`config.mk`:
```
export PLATFORM = sky130hd
export DESIGN_NAME = cmem_ctrl
export DESIGN_NICKNAME = d
export VERILOG_FILES = /design/src/rtl/cmem_ctrl.sv
export SDC_FILE = /design/constraint.sdc
export NUM_CORES = 1
export LEC_CHECK = 0
export ABC_AREA = 1
export CORE_ASPECT_RATIO = 1.1
export CORE_MARGIN = 5
export CORE_UTILIZATION = 41
export CTS_BUF_LIST = sky130_fd_sc_hd__clkbuf_4 sky130_fd_sc_hd__clkbuf_8 sky130_fd_sc_hd__clkbuf_16
export DETAILED_ROUTE_END_ITERATION = 8
export GPL_TIMING_DRIVEN = 0
export HOLD_SLACK_MARGIN = 0.15
export PLACE_DENSITY = 0.79
export SLEW_MARGIN = 20
export SYNTH_ARGS = -nofsm -noshare
export SYNTH_HDL_FRONTEND = slang
export SYNTH_SLANG_ARGS = --single-unit
```
`constraint.sdc`:
```
create_clock -name clk -period 1.5 [get_ports clk]
set_input_delay 0.3 -clock clk [delete_from_list [all_inputs] [get_ports clk]]
set_output_delay 0.3 -clock clk [all_outputs]
set_load 0.03 [all_outputs]
```
`src/rtl/cmem_ctrl.sv`:
```
// cmem_ctrl: write/read sequencer for the 8-read-port coefficient memory.
// Each coefficient write goes to all 8 banks at the same address. Each start
// runs ceil(n/8) read passes of 8 taps for the MAC array. cmem registers A/D
// internally but samples WEN/CEN directly, so WEN/CEN are issued one cycle
// after the address/data they belong to.
module cmem_ctrl #(
  parameter int DW    = 16,
  parameter int AW    = 6,
  parameter int LANES = 8
) (
  input  logic                  clk,
  input  logic                  rst,
  input  logic [AW:0]           cfg_ntaps,
  input  logic                  wr_valid,
  output logic                  wr_ready,
  input  logic [AW-1:0]         wr_addr,
  input  logic [DW-1:0]         wr_data,
  input  logic                  start,
  output logic                  busy,
  output logic                  done,
  output logic [LANES*AW-1:0]   cm_addr,
  output logic [DW-1:0]         cm_d,
  output logic                  cm_wen,
  output logic                  cm_cen,
  output logic                  tap_valid,
  output logic [LANES-1:0]      tap_en,
  output logic [2:0]            tap_pass,
  output logic                  tap_first,
  output logic                  tap_last
);

  localparam int NCOEF = 1 << AW;

  typedef enum logic [1:0] {IDLE, RUN, DRAIN} state_t;
  typedef logic [AW:0] cnt_t;

  state_t           state_q, state_d;
  cnt_t             n_q;        // latched tap count, 0..64
  cnt_t             n_clamp;
  logic [2:0]       pass_q;     // pass whose addresses are on cm_addr
  logic [2:0]       last_q;     // index of the final pass
  logic [2:0]       last_d;
  logic             wr_pend_q;  // cm_addr/cm_d currently carry a write
  logic             start_acc;
  logic             wr_acc;
  logic             in_run;
  logic             final_pass;
  logic [LANES-1:0] en_mask;

  // Lane i of pass p reads coefficient 8p+i; unused lanes still get 8p+i.
  function automatic logic [LANES*AW-1:0] lane_addrs(input logic [2:0] pass);
    logic [LANES*AW-1:0] a;
    a = '0;
    for (int i = 0; i < LANES; i++) begin
      a[i*AW +: AW] = {pass, 3'(i)};
    end
    return a;
  endfunction

  // start wins over a simultaneous write; nothing is accepted outside IDLE.
  assign wr_ready = (state_q == IDLE) && !start && !rst;
  assign busy     = (state_q != IDLE);

  // Next-state logic, handshake decode and per-pass lane mask.
  always_comb begin
    // NOTE: every variable gets a value before any branch so no latch is inferred.
    state_d    = state_q;
    n_clamp    = (int'(cfg_ntaps) > NCOEF) ? cnt_t'(NCOEF) : cfg_ntaps;
    last_d     = 3'((int'(n_clamp) - 1) >> 3);
    start_acc  = (state_q == IDLE) && start;
    wr_acc     = wr_valid && wr_ready;
    in_run     = (state_q == RUN);
    final_pass = in_run && (pass_q == last_q);
    en_mask    = '0;
    for (int i = 0; i < LANES; i++) begin
      en_mask[i] = ({1'b0, pass_q, 3'(i)} < n_q);
    end
    case (state_q)
      IDLE:    if (start_acc && (n_clamp != '0)) state_d = RUN;
      RUN:     if (final_pass) state_d = DRAIN;
      DRAIN:   state_d = IDLE;
      default: state_d = IDLE;
    endcase
  end

  // State register.
  always_ff @(posedge clk) begin
    // NOTE: sequential state uses non-blocking assignments so every flop samples pre-edge values.
    if (rst) state_q <= IDLE;
    else     state_q <= state_d;
  end

  // Address/data path, pass counter and the one-cycle-late WEN/CEN/tap pipeline.
  always_ff @(posedge clk) begin
    if (rst) begin
      n_q       <= '0;
      pass_q    <= '0;
      last_q    <= '0;
      wr_pend_q <= 1'b0;
      cm_addr   <= '0;
      cm_d      <= '0;
      cm_wen    <= 1'b1;
      cm_cen    <= 1'b1;
      tap_valid <= 1'b0;
      tap_en    <= '0;
      tap_pass  <= '0;
      tap_first <= 1'b0;
      tap_last  <= 1'b0;
      done      <= 1'b0;
    end else begin
      // Second stage: strobes for whatever cm_addr/cm_d held this cycle.
      wr_pend_q <= wr_acc;
      cm_wen    <= !wr_pend_q;
      cm_cen    <= !(wr_pend_q || in_run);
      tap_valid <= in_run;
      tap_en    <= in_run ? en_mask : '0;
      tap_pass  <= in_run ? pass_q : 3'd0;
      tap_first <= in_run && (pass_q == 3'd0);
      tap_last  <= final_pass;
      done      <= final_pass || (start_acc && (n_clamp == '0));

      // First stage: present the next address (and data for writes).
      if (start_acc) begin
        n_q    <= n_clamp;
        last_q <= last_d;
        pass_q <= '0;
        if (n_clamp != '0) cm_addr <= lane_addrs(3'd0);
      end else if (wr_acc) begin
        cm_addr <= {LANES{wr_addr}};
        cm_d    <= wr_data;
      end else if (in_run && !final_pass) begin
        pass_q  <= pass_q + 3'd1;
        cm_addr <= lane_addrs(pass_q + 3'd1);
      end
    end
  end

endmodule

```
==> summary.md <==
| Metric | Value |
|---|---|
| Outcome | completed |
| Worst reg2reg path depth | 8 |
| Skew final | 0.00979 ns |
| Least-Margin Pin Slew | 0.429 ns |
| Ys flop type | dfxtp_1 |
| Post-synthesis async set-or-reset flop share | 0% |
| Post-Syn Nets | 359 |
| Met2 Use GR | 26.3% |
| Post-Synthesis Cells | 320 |
| WL final | 6620 um |
| Crit path from | rst |
| Worst hold path class | in2reg |
| Power per cell area | 1010 nW/um^2 |
| Vias | around 2400 |
| Port Buffers | 115 |
| Vias in the first global route | 2201 |
| WL per Instance | 12.4 um |
| First-pass GRT wire length | 10400 um |
| Final Setup Violations | 0 |
| Top Usage Layer GRT | met2 |
| Ys Warns | 0 |
| Yosys top cell by area | dfxtp_1 |
| Critical path launch point type | input port |
| Post-route clock period utilization | between 90% and 100% |
| Grt met3 use | 4.27% |
| Minimum clock period | 1.48 ns |
| Max_cap viols | 0 |
| Unrepaired setup endpoints after global routing | yes |
| TritonCTS clock tree | done |
| Dominant cells by area after synthesis | dfxtp_1 (46%), buf_4 (12%), nand2_1 (11%) |
| Area of the multi-input gates | 942 um^2 |
| Core ar. | 6120 um^2 |
| Combinational power share | 26.7% |
| # DRC | 0 |
| Clock Tree Root | clkbuf_8 |
| Worst-path clk slew | 0.06 ns |
| Synth-to-layout area growth | 58.5% |
| Post-layout util | 65.9% |
| Die area | 7880 um^2 |
| Crit path capture | wr_ready |
| Inserted Diodes | 0 |
| Max Clk Rate | between 0.6 and 0.7 GHz |
| WP data arrival | around 1.2 ns |
| I/O pin count | 116 |
| Crit path capture type | output port |
| Area occupied by registers | 1180 um^2 |
| WS Path Type | in2out |
| TNS Setup | 0 ns |
| Hold Vio Cnt, Final | 0 |
| Cell variety after synth | 29 |
| Pint | 2.77 mW |
| Seq cells post-synth | 58 |
| Tot Pwr | 4.06 mW |
| Fraction of layout cells with a size suffix above 1 | a little under a third |
| Reg2reg end | tap_en[6] |
| Num CTS Buffers | 9 |
| Post-DRT Antenna Nets | 0 |
| Clock Latency Late Sink | 0.35 ns |
| FF-to-FF setup slack | 0.07 ns |
| GRT Util Overall | 16.7% |
| Placement Rows | 30 |
| Clock sink count | 58 |
| CTS H-tree lvls | 3 |
| Bufs on Longest Clock Path | 2 |
| Hpwl dp | 5120 um |
| Initial Util | 41.6% |
| Netlist Area Pre-Place | 2540 um^2 |
| Post-synthesis sequential area ratio | a little under half |
| Post-synth EDFFs | 0 |
| Mapped Avg Cell Area | 7.95 um^2 |
| CP max FO | 10 |
| Via/cell ratio | 4.46 |
| Drt first pass iters | 4 |
| Pin count of the biggest net entering global routing | 11 |
| Sw frac | 31.7% |
| Clock Power Share | 31.4% |
| Met1 Usage GRT | 19.8% |
| Share of the synthesized area in the top cell type | 45.7% |
| Antenna violations before repair | 0 |
| Max_slew headroom | 71.4% |
| Switch Pwr | 1.29 mW |
| CTS Hold Bufs | 0 |
| Reg-to-Reg Start | n_q[5] |
| VDD IR max | around 640 uV |
| Die X | 85.1 um |
| 1st-iter DRT viols | roughly 100 |
| Data required time of the critical path | 1.20 ns |
| Final Slew Violations | 0 |
| Flop pwr share | a little over two fifths |
| Final net count | between 400 and 500 |
| Fillers | ~540 |
| GRT overflow | 0 |
| RePlAce Congestion | 0.780 |
| Static Leak | 1.93 nW |
| Die Y | just over 90 um |
==> registers in the layout (all words and copies together) (netlist names) <==
| register | count |
|---|---|
| done | 1 |
| n_q | 7 |
| wr_pend_q | 1 |
| cm_wen | 1 |
| tap_pass | 3 |
| cm_d | 16 |
| cm_cen | 1 |
| pass_q | 3 |
| tap_last | 1 |
| tap_first | 1 |
| tap_en | 8 |
| cm_addr | 9 |
| last_q | 3 |
| state_q | 2 |
| tap_valid | 1 |
==> cells in the final DEF (no fill, tap or decap), types with 11 or more instances in the layout <==
cell type        count
dlygate4sd2_1       41
clkdlybuf4s15_2     39
a21oi_1             27
nor2_1              15
inv_1               32
buf_4               44
nand2_1             72
clkbuf_8            11
clkdlybuf4s50_1     30
dfxtp_1             49
==> layer usage <==
metal,wire (um),up-vias
li1,-,1226
met1,2820,1037
met2,3000,89
met3,547,20
met4,251,0
met5,0,-
==> final cells by class <==
type / count / area share, %
plain buffers: 46 / 8.23
clock buffers: 12 / 3.94
clock inverters: 3 / 0.373
inverters: 39 / 3.63
multi-input cells: 177 / 23.4
flip-flops and latches: 58 / 29.2
well taps: 80 / 2.48
repair buffers: 117 / 28.7
==> repair_timing <==
action | in CTS | in global routing
gates resized for setup | 178 | 20
hold endpoints to repair | 0 | 0
buffers inserted | 0 | 2
endpoints found under the setup margin | 83 | 19
pin swaps | 1 | 4
==> how the worst min path moves through the flow <==
stage,slack [ns],depth (start not counted),to,from
floorplan,0.36,1,cm_wen,wr_pend_q
global placement,0.37,1,cm_wen,wr_pend_q
detailed placement,0.39,1,cm_wen,wr_pend_q
CTS,0.41,1,cm_wen,wr_pend_q
global route,0.41,3,n_q[6],start
finish,0.37,3,n_q[6],start
==> logic make-up (layout without fill, tap and decap cells) <==
group / count (synthesis) / after routing / synth area share [%]
buf+inv: 85 / 217 / 18.7
flops: 58 / 58 / 45.7
compound gates: 50 / 50 / 11.1
fa+ha+maj: 6 / 6 / 2.95
simple gates: 119 / 119 / 20.9
xor+xnor: 2 / 2 / 0.689
==> cell usage after synthesis (all sizes together) (4+ instances only) <==
library cell and n:
a21oi 27, buf 44, dfxtp 58, ha 6, inv 39, nand2 80
nand3 10, nor2 22, nor3 5, o21ai 11, o22ai 4
==> metrics by stage <==
stage	hold slack (ns)	setup slack (ns)	area [um^2]	instances
finish	0.372	0.0209	4030	532
detailed placement	0.389	-0.854	3800	515
floorplan	0.363	0.141	2550	320
global placement	0.368	-0.858	3800	515
global route	0.407	-0.0245	4030	532
CTS	0.408	0.00310	3970	530
==> power groups by stage <==
| stage | combinational, mW | clock [mW] | sequential [mW] |
|---|---|---|---|
| after global placement | 1.10 | 0 | 1.73 |
| after floorplan | 0.562 | 0 | 1.84 |
| after global routing | 1.17 | 1.37 | 1.71 |
| after detailed placement | 1.11 | 0 | 1.73 |
| after CTS | 1.05 | 1.31 | 1.70 |
| final | 1.09 | 1.28 | 1.70 |
==> critical path: stages <==
cell and delay [ns]:
dlygate4sd2_1 0.32, buf_4 0.21, nor3_2 0.15, buf_4 0.18
Note: power is estimated with default switching activity, not from simulation.
